--- src/rtl/mult_product_assembler.sv ---
// mult_product_assembler
//
// Sequences an external operand selector and two 8x8 unsigned multipliers to
// build a packed SIMD product. One partial product pair is consumed per RUN
// cycle, and the pair is shifted into place in a 64-bit accumulator.
//
//   sew 00 : four 8x8  lanes, 16-bit results, 2 steps
//   sew 01 : two 16x16 lanes, 32-bit results, 4 steps
//   sew 10 : one 32x32 lane,  64-bit result, 16 steps
//   sew 11 : illegal, completes at once with result 0 and illegal set
//
// Ports
//   clk          sole clock, rising edge
//   reset        asynchronous, active-low reset
//   start        request a new multiply (sampled in IDLE only)
//   sew[1:0]     element width, latched on an accepted start
//   mult1_p      product from multiplier 1 (combinational from the counts)
//   mult2_p      product from multiplier 2 (combinational from the counts)
//   out_ready    consumer accepts the result
//   count_16bit  byte-select step for sew 00/01
//   count_32bit  byte-select step for sew 10: [1:0]=A byte, [3:2]=B byte
//   busy         high in RUN and DONE
//   out_valid    result available
//   result       assembled products
//   illegal      qualifies out_valid, set for sew 11
module mult_product_assembler (
   input  logic        clk,
   input  logic        reset,
   input  logic        start,
   input  logic [1:0]  sew,
   input  logic [15:0] mult1_p,
   input  logic [15:0] mult2_p,
   input  logic        out_ready,
   output logic [1:0]  count_16bit,
   output logic [3:0]  count_32bit,
   output logic        busy,
   output logic        out_valid,
   output logic [63:0] result,
   output logic        illegal
);

   typedef enum logic [1:0] {
      StIdle,
      StRun,
      StDone
   } state_e;

   localparam logic [1:0] Sew8  = 2'b00;
   localparam logic [1:0] Sew16 = 2'b01;
   localparam logic [1:0] Sew32 = 2'b10;
   localparam logic [1:0] SewIl = 2'b11;

   state_e      state_q, state_d;
   logic [1:0]  sew_q, sew_d;
   logic [3:0]  step_q, step_d;
   logic [63:0] acc_q, acc_d;
   logic        illegal_q, illegal_d;

   // Byte offsets of the current partial product inside its lane.
   logic [2:0]  half_sum;
   logic [2:0]  full_sum;
   logic [5:0]  half_sh;
   logic [5:0]  full_sh;
   logic [31:0] lo_add;
   logic [31:0] hi_add;
   logic [63:0] full_add;
   logic        last_step;

   assign half_sum = {2'b00, step_q[0]} + {2'b00, step_q[1]};
   assign full_sum = {1'b0, step_q[1:0]} + {1'b0, step_q[3:2]};
   assign half_sh  = {half_sum, 3'b000};
   assign full_sh  = {full_sum, 3'b000};

   // The two 32-bit halves are summed separately so no carry crosses lanes.
   assign lo_add   = acc_q[31:0]  + ({16'd0, mult1_p} << half_sh);
   assign hi_add   = acc_q[63:32] + ({16'd0, mult2_p} << half_sh);
   assign full_add = acc_q + ({48'd0, mult1_p} << full_sh);

   always_comb begin
      last_step = 1'b0;
      case (sew_q)
         Sew8:    last_step = (step_q == 4'd1);
         Sew16:   last_step = (step_q == 4'd3);
         Sew32:   last_step = (step_q == 4'd15);
         default: last_step = 1'b1;
      endcase
   end

   // Next-state logic.
   always_comb begin
      state_d   = state_q;
      sew_d     = sew_q;
      step_d    = step_q;
      acc_d     = acc_q;
      illegal_d = illegal_q;

      unique case (state_q)
         StIdle: begin
            if (start) begin
               sew_d  = sew;
               step_d = 4'd0;
               acc_d  = 64'd0;
               if (sew == SewIl) begin
                  illegal_d = 1'b1;
                  state_d   = StDone;
               end else begin
                  state_d = StRun;
               end
            end
         end

         StRun: begin
            case (sew_q)
               Sew8: begin
                  // Step k places lane k and lane k+2 directly.
                  if (step_q[0]) begin
                     acc_d[31:16] = mult1_p;
                     acc_d[63:48] = mult2_p;
                  end else begin
                     acc_d[15:0]  = mult1_p;
                     acc_d[47:32] = mult2_p;
                  end
               end
               Sew16:   acc_d = {hi_add, lo_add};
               Sew32:   acc_d = full_add;
               default: acc_d = acc_q;
            endcase
            step_d = step_q + 4'd1;
            if (last_step) begin
               state_d = StDone;
            end
         end

         StDone: begin
            if (out_ready) begin
               illegal_d = 1'b0;
               state_d   = StIdle;
            end
         end

         default: state_d = StIdle;
      endcase
   end

   always_ff @(posedge clk or negedge reset) begin
      if (!reset) begin
         state_q   <= StIdle;
         sew_q     <= 2'b00;
         step_q    <= 4'd0;
         acc_q     <= 64'd0;
         illegal_q <= 1'b0;
      end else begin
         state_q   <= state_d;
         sew_q     <= sew_d;
         step_q    <= step_d;
         acc_q     <= acc_d;
         illegal_q <= illegal_d;
      end
   end

   // Operand byte selects, only meaningful while stepping.
   always_comb begin
      count_16bit = 2'b00;
      count_32bit = 4'b0000;
      if (state_q == StRun) begin
         case (sew_q)
            Sew8:    count_16bit = {1'b0, step_q[0]};
            Sew16:   count_16bit = step_q[1:0];
            Sew32:   count_32bit = step_q;
            default: begin
               count_16bit = 2'b00;
               count_32bit = 4'b0000;
            end
         endcase
      end
   end

   assign busy      = (state_q != StIdle);
   assign out_valid = (state_q == StDone);
   assign result    = acc_q;
   assign illegal   = illegal_q;

endmodule

--- config.mk ---
export PLATFORM = sky130hd
export DESIGN_NAME = mult_product_assembler
export DESIGN_NICKNAME = d
export VERILOG_FILES = /design/src/rtl/mult_product_assembler.sv
export SDC_FILE = /design/constraint.sdc
export NUM_CORES = 1
export LEC_CHECK = 0
export ABC_AREA = 1
export BUFFER_PORTS_ARGS = -buffer_cell sky130_fd_sc_hd__buf_2
export CAP_MARGIN = 20
export CELL_PAD_IN_SITES_DETAIL_PLACEMENT = 0
export CELL_PAD_IN_SITES_GLOBAL_PLACEMENT = 1
export CORE_AREA = 2 2 185 187
export CTS_BUF_LIST = sky130_fd_sc_hd__clkbuf_8
export CTS_CLUSTER_DIAMETER = 100
export DETAILED_ROUTE_END_ITERATION = 16
export DIE_AREA = 0 0 187 189
export PLACE_DENSITY = 0.95
export SYNTH_ARGS = -nofsm -noshare
export SYNTH_HDL_FRONTEND = slang
export SYNTH_SLANG_ARGS = --single-unit
--- constraint.sdc ---
create_clock -name clk -period 5.38 [get_ports clk]
set_input_delay 1.076 -clock clk [delete_from_list [all_inputs] [get_ports clk]]
set_output_delay 1.076 -clock clk [all_outputs]
set_load 0.05 [all_outputs]
==> results of run 1 <==
state kept, by name, indices dropped and copies added (netlist names):
register	count
illegal	1
state_q	2
result	64
sew_q	2
step_q	4
layer usage:
layer	vias up	share of wire (%)	wire [µm]	GRT usage, %
met5	-	0.025	18	0
met4	2	2.7	1990	10.6
met3	127	14	9780	14.3
met2	1087	40	28700	58.0
met1	8900	44	32000	56.8
li1	9311	-	-	-
report_power, final:
| part | internal, mW | leakage (nW) | switching [mW] | total [mW] |
|---|---|---|---|---|
| combinational | 2.05 | 8.45 | 5.59 | 7.65 |
| sequential | 0.695 | 0.976 | 0.261 | 0.956 |
| clock | 0.219 | 0.101 | 0.280 | 0.499 |
per-stage QoR:
| stage | util [%] | power (mW) | setup WS [ns] |
|---|---|---|---|
| 3_3_place_gp | 48.7 | 8.25 | 0.998 |
| 4_1_cts | 49.3 | 8.80 | 0.942 |
| 2_1_floorplan | - | 6.03 | 1.92 |
| 6_report | 49.3 | 9.10 | 0.722 |
| 3_5_place_dp | 48.7 | 8.29 | 0.981 |
| 5_1_grt | 49.3 | 9.75 | 0.483 |
cell usage in the layout, fill, tap and decap left out, types with 22 or more instances in the layout:
| cell | instances |
|---|---|
| sky130_fd_sc_hd__ha_1 | 133 |
| sky130_fd_sc_hd__nand2_2 | 46 |
| sky130_fd_sc_hd__o21ai_0 | 150 |
| sky130_fd_sc_hd__inv_1 | 437 |
| sky130_fd_sc_hd__dfrtp_1 | 73 |
| sky130_fd_sc_hd__buf_4 | 22 |
| sky130_fd_sc_hd__nor3_1 | 43 |
| sky130_fd_sc_hd__buf_2 | 109 |
| sky130_fd_sc_hd__nor2_1 | 314 |
| sky130_fd_sc_hd__nand2_1 | 1006 |
| sky130_fd_sc_hd__nor2_2 | 24 |
| sky130_fd_sc_hd__nand3_1 | 226 |
| sky130_fd_sc_hd__a21oi_1 | 202 |
logic make-up (layout without fill, tap and decap cells):
logic type / count (synthesis) / in the layout
AND/OR/NAND/NOR: 1737 / 1737
buffers and inverters: 518 / 597
AO/OA/AOI/OAI: 415 / 415
adder cells (fa/ha/maj): 138 / 138
flip-flops: 73 / 73
XOR/XNOR: 8 / 8
worst max-delay path by stage:
stage,to,slack [ns],cells after the start
detailed placement,result[55]$_DFFE_PN0P_,0.98,22
global route,result[54]$_DFFE_PN0P_,0.48,21
finish,result[63]$_DFFE_PN0P_,0.72,20
floorplan,result[57]$_DFFE_PN0P_,1.92,21
CTS,result[55]$_DFFE_PN0P_,0.94,21
global placement,result[53]$_DFFE_PN0P_,1.0,22
cell type report:
type,instances,area share (%)
timing repair buffer,131,4.34
inverter,450,10.3
clock buffer,9,0.756
multi-input combinational,2298,69.6
sequential,73,11.1
tap,448,3.42
clock inverter,7,0.473
==> impl_metrics.py, run 1 <==
metrics = {
    "timing": {
        "worstMarginPinSlew_ns": 1.07,
        "final-hold-violation-count": 0,
        "holdWs_ns": 0.523,
        "final_setup_violation_count": 0,
        "slew_viols_final": 0,
        "max_clock_freq_ghz": 0.215,
        "time_the_worst_path_needs_with_i_o_delays_and_setup_ns": 4.66,
        "finalClockSkew_ns": 0.0234,
        "totalNegativeSetupSlack_ns": 0,
        "rsz0062_at_grt": "no",
        "relSlewSlack_pct": 28.9,
        "final_min_period_over_clock_period_pct": 86.6,
    },
    "synth": {
        "yosysUniqueCellTypes": 49,
        "yosys.cell_count.top_type": "sky130_fd_sc_hd__nand2_1",
        "share_of_the_yosys_chip_area_belonging_to_registers_pct": 12.0,
        "synth.avg_cell_area_um2": 5.27,
        "synth.yosys.warnings": 0,
        "synthDominantCellAreaShare_pct": 24.8,
        "synth.top_cells.by_count": "1006 x sky130_fd_sc_hd__nand2_1, 437 x sky130_fd_sc_hd__inv_1, 314 x sky130_fd_sc_hd__nor2_1, 226 x sky130_fd_sc_hd__nand3_1, 202 x sky130_fd_sc_hd__a21oi_1",
        "synth-compound-area-share_pct": 14.6,
        "netlist_instances": 2889,
        "synthMuxAreaShare_pct": 0,
        "synth.ff_latch_count": 73,
        "synth_top_cells_by_area": "sky130_fd_sc_hd__nand2_1 25%, sky130_fd_sc_hd__dfrtp_1 12%, sky130_fd_sc_hd__ha_1 11%",
        "xor_xnor_portion_of_the_synthesized_cell_area_pct": 0.460,
        "synth_fp_nets": 3065,
        "leading_area_contributor_after_synthesis": "sky130_fd_sc_hd__nand2_1",
        "synth_async_sr_flop_share_pct": 100,
        "main_combinational_cell_family_by_area_after_synthesis": "simple AND/OR/NAND/NOR gates",
        "synth_ff_type": "sky130_fd_sc_hd__dfrtp_1",
        "area_of_the_mapped_netlist_um2": 15200,
        "count_of_flip_flops_with_a_built_in_enable_after_synthesis": 0,
        "synth-adder-area-share_pct": 11.5,
        "synth-simple-area-share_pct": 48.3,
    },
    "final_layout": {
        "antenna-diode-count": 0,
        "finish.cell_count_without_fillers": 3416,
        "multi_input_area_um2": 11400,
        "final_design_area_no_fill_um2": 16400,
        "fill_cells": 3797,
        "areaGrowthSynthToFinish_pct": 7.71,
        "finalNetCount": 3139,
        "register_area_um2": 1830,
        "final_layout_size_suffix_gt1_share_pct": 8.89,
    },
    "cts": {
        "clock_tree_root_driver_cell": "sky130_fd_sc_hd__clkbuf_8",
        "cts_made_buffers": 9,
        "worst_setup_hold_path_clk_slew_ns": 0.11,
        "numClockSinks": 73,
        "cts-hold-fix-buffers": 0,
        "cts_tree": "yes",
        "clock_tree.buffer_depth": 2,
        "post_cts_buffers": 0,
        "cts.htree.levels": 3,
        "post_cts.resized_instances": 0,
        "clock_latency_on_the_worst_skew_pair_ns": 0.42,
    },
    "routing": {
        "routed_wl_um": 72400,
        "ant_nets": 0,
        "via_density_per_instance": 5.69,
        "drt_drc_violations_left": 0,
        "drt-wirelength-per-cell_um": 21.2,
        "detail_route.first_pass.iterations": 8,
        "routed-via-count": 19400,
        "drt_iter0_drc": 2480,
    },
    "grt": {
        "grt.overflow.total": 0,
        "largest_net_degree_at_the_start_of_global_routing": 64,
        "first_global_vias": 17900,
        "grt_first_pass_wirelength_um": 108000,
        "number_of_antenna_violations_at_the_first_check_in_global_routing": 1,
        "grtUsageTotal_pct": 40.4,
    },
    "place": {
        "dp_cell_count": 3400,
        "dp_hpwl_um": 60500,
        "placed_cell_area_um2": 16200,
        "buffer_ports.inserted": 110,
        "gp_congestion": 1.07,
    },
    "die": {
        "num_rows": 67,
        "initial_core_util_pct": 45.7,
        "floorplan.die.width_um": 187,
        "floorplan.die.height_um": 189,
        "floorplan.die_area_um2": 35300,
        "io-pin-count": 111,
        "placeableCoreArea_um2": 33300,
    },
    "worst_setup_path": {
        "critical_path.reg2reg.startpoint": "step_q[2]$_DFFE_PN0P_",
        "critical-path-top-cell-by-count": "sky130_fd_sc_hd__nand2_1",
        "reg2reg_setup_slack_ns": 0.72,
        "timing.critical_path.fanout_max": 28,
        "cp-start-kind": "flop",
        "worstPathCellList": "ha_1 -> inv_1 -> fa_1 -> inv_1 -> buf_4 -> a31oi_1 -> nor2_1 -> ha_1 -> nand2_1 -> inv_1 -> a21oi_1 -> nand2_1 -> nand2_1 -> nand2_1 -> a21oi_1 -> nand3_1 -> nand3_1 -> nand3_1 -> nand2_1 -> nand2_1",
        "worst_setup_path_end_kind": "flop",
        "crit_path_largest_cell_delay_ns": 0.79,
        "timing.critical_path.arrival_ns": 4.95,
        "worstSetupPathType": "flop to flop",
        "timing.rr.end": "result[63]$_DFFE_PN0P_",
        "worst_path_max_delay_cell": "sky130_fd_sc_hd__fa_1",
        "path_delay_family": "adder cells",
        "worst_setup_path_startpoint": "step_q[2]$_DFFE_PN0P_",
        "path_buf_inv": 4,
        "cp.required_ns": 5.67,
        "reg2regPathDepth": 20,
    },
    "power": {
        "worst_ir_drop_vdd_mv": 0.724,
        "power_per_cell_area_nw_per_um2": 555,
        "power_leakage_nw": 9.53,
    },
    "worst_hold_path": {
        "worstHoldPathCells": 1,
        "worstHoldStart": "step_q[3]$_DFFE_PN0P_",
        "hp-class": "flop to flop",
        "min_delay_worst_endpoint": "step_q[3]$_DFFE_PN0P_",
    },
    "run": {
        "maxCapViolations": 0,
    },
    "outcome": {
        "status": "complete, no violations",
    },
}
No activity file was read; power rests on OpenSTA's default activity.
==> inputs of run 2 (changes only) <==
RECOVER_POWER = 50   (was unset)
==> run 2 against run 1 <==
Effect of this change:
- the flow now finishes with violations (max-capacitance violations, max-slew violations)
- count of clock-buffer cells in the layout unchanged
- die area unchanged
- combinational power decreased by 0.5%
- sequential share of layout area about the same
- final cell count about the same
- non-clock buffer count unchanged
- register-to-register slack improved by 0.03 ns
- clock skew decreased by 0.0036 ns
- hold slack got worse by 0.00060 ns
- highest routed layer is now met4
==> impl_metrics.py, run 2 (synthesis results as in run 1) <==
metrics = {
    "final_layout": {
        "areaGrowthSynthToFinish_pct": 7.34,
        "largest_register_ff_count": 64,
        "fill_cells": 3820,
        "finish.cell_count_without_fillers": 3417,
        "final_layout_size_suffix_gt1_share_pct": 7.68,
        "finalNetCount": 3139,
        "layout.cells.most_common_list": "1007 x sky130_fd_sc_hd__nand2_1, 438 x sky130_fd_sc_hd__inv_1, 315 x sky130_fd_sc_hd__nor2_1",
        "mostFrequentLayoutCell": "sky130_fd_sc_hd__nand2_1",
    },
    "timing": {
        "holdWs_ns": 0.523,
        "final-hold-violation-count": 0,
        "final_setup_violation_count": 0,
        "rsz0062_at_grt": "no",
        "totalNegativeSetupSlack_ns": 0,
        "time_the_worst_path_needs_with_i_o_delays_and_setup_ns": 4.62,
        "slew_viols_final": 57,
        "relSlewSlack_pct": -6.86,
        "finalClockSkew_ns": 0.0198,
        "final_min_period_over_clock_period_pct": 85.9,
        "max_clock_freq_ghz": 0.216,
        "worstMarginPinSlew_ns": 1.60,
    },
    "worst_setup_path": {
        "cp-start-kind": "flop",
        "timing.critical_path.arrival_ns": 4.92,
        "worstSetupPathType": "flop to flop",
        "worst_setup_path_end_kind": "flop",
        "timing.critical_path.fanout_max": 28,
        "cp.required_ns": 5.68,
    },
    "grt": {
        "first_global_vias": 17900,
        "grtUsageTotal_pct": 40.4,
        "grt.overflow.total": 0,
        "number_of_antenna_violations_at_the_first_check_in_global_routing": 1,
        "largest_net_degree_at_the_start_of_global_routing": 64,
        "grt_first_pass_wirelength_um": 108000,
    },
    "cts": {
        "worst_setup_hold_path_clk_slew_ns": 0.11,
        "post_cts_buffers": 0,
        "clock_latency_on_the_worst_skew_pair_ns": 0.42,
        "cts_tree": "yes",
        "post_cts.resized_instances": 0,
        "cts.htree.levels": 3,
        "clock_tree.buffer_depth": 2,
        "clock_tree_root_driver_cell": "sky130_fd_sc_hd__clkbuf_8",
        "cts-hold-fix-buffers": 0,
        "cts_made_buffers": 9,
        "numClockSinks": 73,
    },
    "routing": {
        "drt-wirelength-per-cell_um": 21.2,
        "via_density_per_instance": 5.70,
        "routed_wl_um": 72500,
        "ant_nets": 0,
        "routed-via-count": 19500,
        "drt_drc_violations_left": 0,
        "detail_route.first_pass.iterations": 6,
        "drt_iter0_drc": 2455,
    },
    "outcome": {
        "status": "finished with violations",
        "failed_checks": "max-capacitance violations, max-slew violations",
    },
    "power": {
        "power_per_cell_area_nw_per_um2": 555,
        "worst_ir_drop_vdd_mv": 0.730,
        "power_leakage_nw": 9.40,
    },
    "worst_hold_path": {
        "hp-class": "flop to flop",
    },
    "die": {
        "placeableCoreArea_um2": 33300,
        "io-pin-count": 111,
        "floorplan.die.width_um": 187,
        "num_rows": 67,
        "floorplan.die_area_um2": 35300,
        "initial_core_util_pct": 45.7,
        "floorplan.die.height_um": 189,
    },
    "run": {
        "maxCapViolations": 1,
    },
    "place": {
        "dp_cell_count": 3400,
        "gp_congestion": 1.07,
        "buffer_ports.inserted": 110,
        "dp_hpwl_um": 60500,
    },
}
-- run 2: cell count changes in the layout (fill, tap and decap cells not counted) --
cell | before | now
sky130_fd_sc_hd__clkbuf_2 | 0 | 1
sky130_fd_sc_hd__inv_2 | 10 | 9
sky130_fd_sc_hd__buf_2 | 109 | 78
sky130_fd_sc_hd__buf_4 | 22 | 19
sky130_fd_sc_hd__nand2_2 | 46 | 45
sky130_fd_sc_hd__nor2_4 | 7 | 6
sky130_fd_sc_hd__nand2_1 | 1006 | 1007
sky130_fd_sc_hd__diode_2 | 0 | 1
sky130_fd_sc_hd__clkbuf_1 | 0 | 33
sky130_fd_sc_hd__inv_1 | 437 | 438
sky130_fd_sc_hd__nor2_1 | 314 | 315
-- run 2: layout make-up --
cell class                      count  area, µm²  share of cell area (%)
Antenna cell                        1       2.50                  0.0153
Clock buffer                        9        124                   0.758
Clock inverter                      7       77.6                   0.475
Inverter                          450       1690                    10.3
Multi-Input combinational cell   2298      11400                    69.7
Sequential cell                    73       1830                    11.2
Tap cell                          448        561                    3.43
Timing Repair Buffer              131        662                    4.05
-- run 2: routing by layer --
layer | up-vias | GRT usage (%) | share of wire, %
met5 | - | 0 | 0
met4 | 0 | 10.6 | 2.8
met3 | 126 | 14.3 | 13
met2 | 1082 | 58.0 | 40
met1 | 8936 | 56.8 | 44
li1 | 9318 | - | -
-- run 2: worst max-delay path: stages (launching register included) --
cell and delay, ns:
sky130_fd_sc_hd__dfrtp_1 0.45, sky130_fd_sc_hd__ha_1 0.17, sky130_fd_sc_hd__inv_1 0.05, sky130_fd_sc_hd__fa_1 0.78, sky130_fd_sc_hd__inv_1 0.18, sky130_fd_sc_hd__buf_4 0.28, sky130_fd_sc_hd__a31oi_1 0.54, sky130_fd_sc_hd__nor2_1 0.18
sky130_fd_sc_hd__ha_1 0.43, sky130_fd_sc_hd__nand2_1 0.15, sky130_fd_sc_hd__inv_1 0.06, sky130_fd_sc_hd__a21oi_1 0.20, sky130_fd_sc_hd__nand2_1 0.10, sky130_fd_sc_hd__nand2_1 0.06, sky130_fd_sc_hd__nand2_1 0.05, sky130_fd_sc_hd__a21oi_1 0.36
sky130_fd_sc_hd__nand3_1 0.14, sky130_fd_sc_hd__nand3_1 0.11, sky130_fd_sc_hd__nand3_1 0.07, sky130_fd_sc_hd__nand2_1 0.08, sky130_fd_sc_hd__nand2_1 0.05
-- run 2: report_power, final --
part / switching [mW] / internal (mW)
combinational: 5.58 / 2.03
clock: 0.279 / 0.219
sequential: 0.263 / 0.695
-- run 2: final timing paths --
path | to | slack, ns | startpoint | depth (start not counted)
worst min-delay path | step_q[3]$_DFFE_PN0P_ | 0.52 | step_q[3]$_DFFE_PN0P_ | 1
worst min register to register | step_q[3]$_DFFE_PN0P_ | 0.52 | step_q[3]$_DFFE_PN0P_ | 1
max in group asynchronous | result[17]$_DFFE_PN0P_ | 2.12 | reset | 2
min in group asynchronous | result[41]$_DFFE_PN0P_ | 0.97 | reset | 1
worst max register to register | result[63]$_DFFE_PN0P_ | 0.76 | step_q[2]$_DFFE_PN0P_ | 20
worst max-delay path | result[63]$_DFFE_PN0P_ | 0.76 | step_q[2]$_DFFE_PN0P_ | 20
-- run 2: stage by stage --
step / area (µm²) / setup WS (ns) / utilization (%) / total power [mW]
6_report: 16300 / 0.756 / 49.1 / 9.07
5_1_grt: 16300 / 0.483 / 49.1 / 9.73
4_1_cts: 16400 / 0.942 / 49.3 / 8.80
3_5_place_dp: 16200 / 0.981 / 48.7 / 8.29
3_3_place_gp: 16200 / 0.998 / 48.7 / 8.25
2_1_floorplan: 15200 / 1.92 / - / 6.03
